==> config.mk <==
export PLATFORM = sky130hd
export DESIGN_NAME = led_flow
export DESIGN_NICKNAME = d
export VERILOG_FILES = /design/src/rtl/led_flow.sv
export SDC_FILE = /design/constraint.sdc
export NUM_CORES = 1
export LEC_CHECK = 0
export CAP_MARGIN = 10
export CORE_MARGIN = 2
export CORE_UTILIZATION = 40
export CTS_BUF_LIST = sky130_fd_sc_hd__clkbuf_4
export DETAILED_ROUTE_END_ITERATION = 10
export PLACE_DENSITY = 0.65
export RECOVER_POWER = 50
export REMOVE_ABC_BUFFERS = 1
export SYNTH_ARGS = -nofsm -noshare
export SYNTH_HDL_FRONTEND = slang
export SYNTH_SLANG_ARGS = --single-unit
==> constraint.sdc <==
create_clock -name sys_clk -period 2.6 [get_ports sys_clk]
set_input_delay 0.78 -clock sys_clk [delete_from_list [all_inputs] [get_ports sys_clk]]
set_output_delay 0.78 -clock sys_clk [all_outputs]
set_load 0.01 [all_outputs]
==> src/rtl/led_flow.sv <==
// LED pattern sequencer: advances an LED pattern by one step on every edge
// of the upstream toggling tick while enabled. Supports rotate-left,
// rotate-right, ping-pong and blink-all patterns, and keeps a wrapping count
// of accepted steps.
//
// state | meaning
// ------+--------------------------------------------------------------
// IDLE  | after reset, no pattern loaded; next step loads from mode
// RUN_L | single lit LED travelling towards the MSB
// RUN_R | single lit LED travelling towards bit 0
// BLINK | all LEDs toggling together between all-on and all-off
module led_flow #(
  parameter int LED_W = 4
) (
  input  logic             sys_clk,
  input  logic             sys_rst,
  input  logic             tick_in,
  input  logic             en,
  input  logic [1:0]       mode,
  output logic [LED_W-1:0] led_out,
  output logic             step_pulse,
  output logic [7:0]       step_cnt
);

  localparam logic [1:0] IDLE  = 2'd0;
  localparam logic [1:0] RUN_L = 2'd1;
  localparam logic [1:0] RUN_R = 2'd2;
  localparam logic [1:0] BLINK = 2'd3;

  localparam logic [1:0] MODE_ROTL  = 2'b00;
  localparam logic [1:0] MODE_ROTR  = 2'b01;
  localparam logic [1:0] MODE_PING  = 2'b10;

  localparam logic [LED_W-1:0] ONE_LSB  = {{(LED_W-1){1'b0}}, 1'b1};
  localparam logic [LED_W-1:0] ONE_MSB  = ONE_LSB << (LED_W - 1);
  // Ping-pong turnarounds skip the end LED so it is not lit twice in a row.
  localparam logic [LED_W-1:0] PING_R_START = ONE_LSB << (LED_W - 2);
  localparam logic [LED_W-1:0] PING_L_START = ONE_LSB << 1;
  localparam logic [LED_W-1:0] ALL_ON   = {LED_W{1'b1}};

  logic             tick_d;
  logic [1:0]       state;
  logic [1:0]       state_nxt;
  logic [1:0]       mode_q;
  logic [LED_W-1:0] led_nxt;
  logic             step;
  logic             load;

  // Any level change of the tick is a step request; requests while disabled are dropped.
  assign step = (tick_in != tick_d) && en;
  assign load = (state == IDLE) || (mode != mode_q);

  // Next pattern and state for a step; only committed when step is true.
  always_comb begin
    led_nxt   = led_out;
    state_nxt = state;
    if (load) begin
      case (mode)
        MODE_ROTL, MODE_PING: begin
          led_nxt   = ONE_LSB;
          state_nxt = RUN_L;
        end
        MODE_ROTR: begin
          led_nxt   = ONE_MSB;
          state_nxt = RUN_R;
        end
        default: begin
          led_nxt   = ALL_ON;
          state_nxt = BLINK;
        end
      endcase
    end else begin
      case (mode)
        MODE_ROTL: begin
          led_nxt   = {led_out[LED_W-2:0], led_out[LED_W-1]};
          state_nxt = RUN_L;
        end
        MODE_ROTR: begin
          led_nxt   = {led_out[0], led_out[LED_W-1:1]};
          state_nxt = RUN_R;
        end
        MODE_PING: begin
          if (state == RUN_R) begin
            if (led_out[0]) begin
              led_nxt   = PING_L_START;
              state_nxt = RUN_L;
            end else begin
              led_nxt = led_out >> 1;
            end
          end else begin
            if (led_out[LED_W-1]) begin
              led_nxt   = PING_R_START;
              state_nxt = RUN_R;
            end else begin
              led_nxt = led_out << 1;
            end
          end
        end
        default: begin
          led_nxt   = ~led_out;
          state_nxt = BLINK;
        end
      endcase
    end
  end

  // Tick history is tracked every cycle so disabled edges are consumed, not queued.
  always_ff @(posedge sys_clk or posedge sys_rst) begin
    if (sys_rst) tick_d <= 1'b0;
    else         tick_d <= tick_in;
  end

  // Pattern, state, mode snapshot and step count all advance together on a step.
  always_ff @(posedge sys_clk or posedge sys_rst) begin
    if (sys_rst) begin
      led_out    <= '0;
      state      <= IDLE;
      mode_q     <= 2'b00;
      step_cnt   <= 8'd0;
      step_pulse <= 1'b0;
    end else begin
      step_pulse <= step;
      if (step) begin
        led_out  <= led_nxt;
        state    <= state_nxt;
        mode_q   <= mode;
        step_cnt <= step_cnt + 8'd1;
      end
    end
  end

endmodule
==> results by group <==
Synthesis
  – Synth warnings: 0
  – Register area share after synthesis: between 40% and 50%
  – #FFs+latches synth: 18
  – Top cell type by total area after synthesis: sky130_fd_sc_hd__dfrtp_1
  – Synth top area share: 43.6%
  – Most frequently used flop master after synthesis: sky130_fd_sc_hd__dfrtp_1
  – Biggest area contributors in the synthesized netlist: sky130_fd_sc_hd__dfrtp_1 44%, sky130_fd_sc_hd__xnor2_1 5.1%, sky130_fd_sc_hd__nand2_1 4.4%
  – Number of instances in the synthesized netlist: 103
  – Number of enable-type register cells in the synthesized netlist: 0
  – Share of flip-flops with an asynchronous set or reset: 100%
  – Number of distinct library cell variants in the gate-level netlist after synthesis: between 40 and 50
  – Post-synthesis instance area: approximately 0.0010 sq mm
  – Post-synthesis area per instance: 10.0 sq um

Final layout
  – Final std cells w/o fill: 153
  – Core Util, Final: between 50% and 60%
  – Ant. Diodes: 0
  – Area of all placed cells without fillers: 0.00126 sq mm
  – Number of fill cells in the layout: between 200 and 250
  – Share of final-layout standard cells stronger than drive strength 1: a little over a tenth
  – Area of all sequential standard cells: ~450 sq um
  – Area of combinational cells with multiple inputs: 532 sq um
  – Net count reported at finish: ~130
  – Area growth from synthesis to layout: 21.9%

Clock tree
  – Clock tree from TritonCTS: done
  – Number of buffers added to fix hold violations after cts: 0
  – Clock buffer depth: 2
  – Resized cells post-CTS: 0
  – Clock latency on the worst-skew pair: around 300 ps
  – Clock tree root buffer cell: sky130_fd_sc_hd__clkbuf_4
  – CTS buffer count: 3
  – Number of H-tree branching levels: 1
  – Clock transition at the register clock pins on the worst setup and hold paths after CTS: 120 ps
  – Post-CTS setup buffers: 0
  – CTS Sinks: 18

Routing
  – Post-detailed-route count of antenna-violating nets: 0
  – Number of vias per cell after detailed routing: roughly 5.5
  – Number of iterations in the first detailed-routing pass: 4
  – Via total after detailed routing: approximately 840
  – Wirelength per Cell: between 10 and 15 microns
  – Met3 Wirelength: approximately 130 microns
  – WL final: approximately 2.1 mm
  – Uppermost layer routed: met4
  – Number of DRC markers in iteration 0: 14
  – Routed metal-1 wirelength: a little over 1 mm
  – Met2 Wirelength: about 940 microns
  – DRC violation count after routing: 0

Timing
  – Final setup viols: 0
  – Final period demand of the worst path: ~2200 ps
  – Final-layout setup total negative slack: 0 ps
  – Skew final: approximately 9.9 ps
  – Count of final hold-check violations: 0
  – Max Fclk: between 400 and 500 MHz
  – Number of pins with negative max-slew slack in the final report: 0
  – RSZ-0062 raised after global routing: false
  – Transition at the pin with the smallest max-transition slack: 712 ps
  – Worst hold margin: 479 ps
  – Final Cycle Share: a little under nine tenths
  – Worst relative slew slack: between 50% and 60%

Global route
  – Number of antenna violations at the first check in global routing: 0
  – Combined global-route utilization of all metal layers: ~17%
  – Global-route wire length before repair: 3.62 mm
  – Number of global-route vias before repair: about 800
  – Overflow after GRT: 0
  – Pin count of the biggest net entering global routing: 19

Place
  – Half-perimeter wire length of the detailed placement result: between 1 and 1.5 mm
  – Total placed cells including tap cells: 149
  – Routability Congestion: approximately 0.83
  – Dpl cell area: approximately 0.0012 sq mm
  – Number of port buffers: 18

Setup path
  – Cell family contributing the most delay on the critical path: buffers and inverters
  – Sort of element at the end of the critical path: flip-flop
  – Required time at the worst-slack endpoint: between 2000 and 3000 ps
  – Library cell contributing the largest single delay on the critical path: sky130_fd_sc_hd__dlygate4sd3_1
  – Largest fanout of any net on the critical path: 10
  – Data arrival, critical path: 2440 ps
  – Critical path cell sequence: dlygate4sd3_1 -> xor2_1 -> nand2_4 -> a31oi_4 -> mux2_4
  – WP buf/inv: 1
  – Worst setup path class: input port to flip-flop
  – Critical path launch point type: input port
  – Largest stage delay, worst path: 570 ps

Floorplanning
  – Initial Utilization: 42.1%
  – Vertical die dimension: roughly 55 microns
  – Count of standard-cell rows: 18
  – Standard cell core area: between 0.002 and 0.0025 sq mm
  – Number of placed I/O pins: 19
  – Die width: between 50 and 60 microns
  – Total Die Area: about 0.0030 sq mm

Power and ir drop
  – Leakage dissipation: between 0.5 and 0.6 nW
  – Worst IR drop on VDD: approximately 0.35 mV
  – Power density over the cells: between 700 and 800 mW/mm^2

Hold path
  – Min-delay worst type: flip-flop to flip-flop

Status
  – Run status: complete, no violations

Flow run
  – Number of max-cap violations: 0
-- synthesized netlist by cell type, types with 2 or more instances --
master and count:
sky130_fd_sc_hd__xor2_2 2, sky130_fd_sc_hd__nand2_1 12, sky130_fd_sc_hd__inv_1 4, sky130_fd_sc_hd__a31oi_1 4
sky130_fd_sc_hd__buf_2 2, sky130_fd_sc_hd__nand2b_1 4, sky130_fd_sc_hd__xor2_1 2, sky130_fd_sc_hd__xnor2_1 6
sky130_fd_sc_hd__nand4_1 3, sky130_fd_sc_hd__dfrtp_1 18, sky130_fd_sc_hd__a21oi_1 5, sky130_fd_sc_hd__nor2_1 7
sky130_fd_sc_hd__nand3_1 2, sky130_fd_sc_hd__and3_1 2, sky130_fd_sc_hd__o21ai_0 3
-- registers in the layout (all words and copies together) (netlist names) --
register	cells
state	2
step_cnt	8
step_pulse	1
led_out	4
mode_q	2
tick_d	1
-- per-stage QoR --
step / setup WS [ps] / power (mW)
after floorplan: 835 / 0.666
after global placement: 268 / 0.851
after detailed placement: 230 / 0.856
after CTS: 387 / 1.01
after global routing: 261 / 1.08
final: 363 / 1.00
-- where the power goes --
part,internal [mW],leakage [nW],switching [mW]
sequential,0.352,0.221,0.0960
clock,0.0559,0.0154,0.0976
combinational,0.220,0.296,0.181
total,0.629,0.532,0.375
-- cell families (layout without fill, tap and decap cells) --
| kind of cell | Yosys count | in the layout | share of synthesized area (%) |
|---|---|---|---|
| AOI/OAI and AO/OA | 23 | 23 | 15.9 |
| xor gates and xnor gates | 10 | 10 | 9.93 |
| adders and majority gates | 1 | 1 | 1.21 |
| buffers and inverters | 9 | 29 | 4.24 |
| DFF | 18 | 18 | 43.6 |
| muxes | 3 | 3 | 3.75 |
| and+or+nand+nor | 39 | 39 | 21.4 |
-- layer usage --
metal | track usage, % | up-vias
li1 | - | 406
met1 | 23.9 | 399
met2 | 25.8 | 27
met3 | 3.01 | 5
met4 | 5.42 | 0
met5 | 0 | -
-- layout make-up --
type / instances / share of cell area (%)
flip-flops and latches: 18 / 35.7
multi-input cells: 76 / 42.2
repair buffers: 20 / 15.5
clock inverters: 1 / 0.298
clock buffers: 3 / 1.79
inverters: 5 / 1.49
well taps: 30 / 2.98
-- worst paths after layout --
path	startpoint	to	slack, ps	cells past startpoint
min in group asynchronous	sys_rst	mode_q[1]	1010	2
max in group asynchronous	sys_rst	step_cnt[3]	1130	2
min reg2reg	step_cnt[7]	step_cnt[7]	480	1
max reg2reg	tick_d	state[0]	1030	4
max	tick_in	state[0]	360	5
min	step_cnt[7]	step_cnt[7]	480	1
-- placed cells by master, fill, tap and decap left out, drive strengths merged --
cell type / Yosys / final
dfrtp: 18 / 18
clkdlybuf4s50: 0 / 16
nand2: 13 / 13
nor2: 7 / 7
xnor2: 6 / 6
a21oi: 5 / 5
a31oi: 5 / 5
inv: 5 / 5
nand2b: 4 / 4
xor2: 4 / 4
o21ai: 4 / 4
nand4: 3 / 3
clkbuf: 1 / 3
nand3: 2 / 2
and3: 2 / 2
dlygate4sd3: 0 / 2
buf: 3 / 2
or3: 2 / 2
mux2i: 2 / 2
nor3: 1 / 1
o311ai: 1 / 1
nand3b: 1 / 1
a21o: 1 / 1
o22ai: 1 / 1
nor2b: 1 / 1
and3b: 1 / 1
a21boi: 1 / 1
mux2: 1 / 1
and4: 1 / 1
o31a: 1 / 1
nor3b: 1 / 1
a221oi: 1 / 1
o32ai: 1 / 1
a2bb2oi: 1 / 1
o31ai: 1 / 1
ha: 1 / 1
clkinv: 0 / 1
-- worst reg2reg max path, stage by stage (launching register included) --
cell	delay, ps
sky130_fd_sc_hd__dfrtp_1	390
sky130_fd_sc_hd__xor2_1	380
sky130_fd_sc_hd__nand2_4	180
sky130_fd_sc_hd__a31oi_4	220
sky130_fd_sc_hd__mux2_4	320
Note: power is estimated with default switching activity, not from simulation.
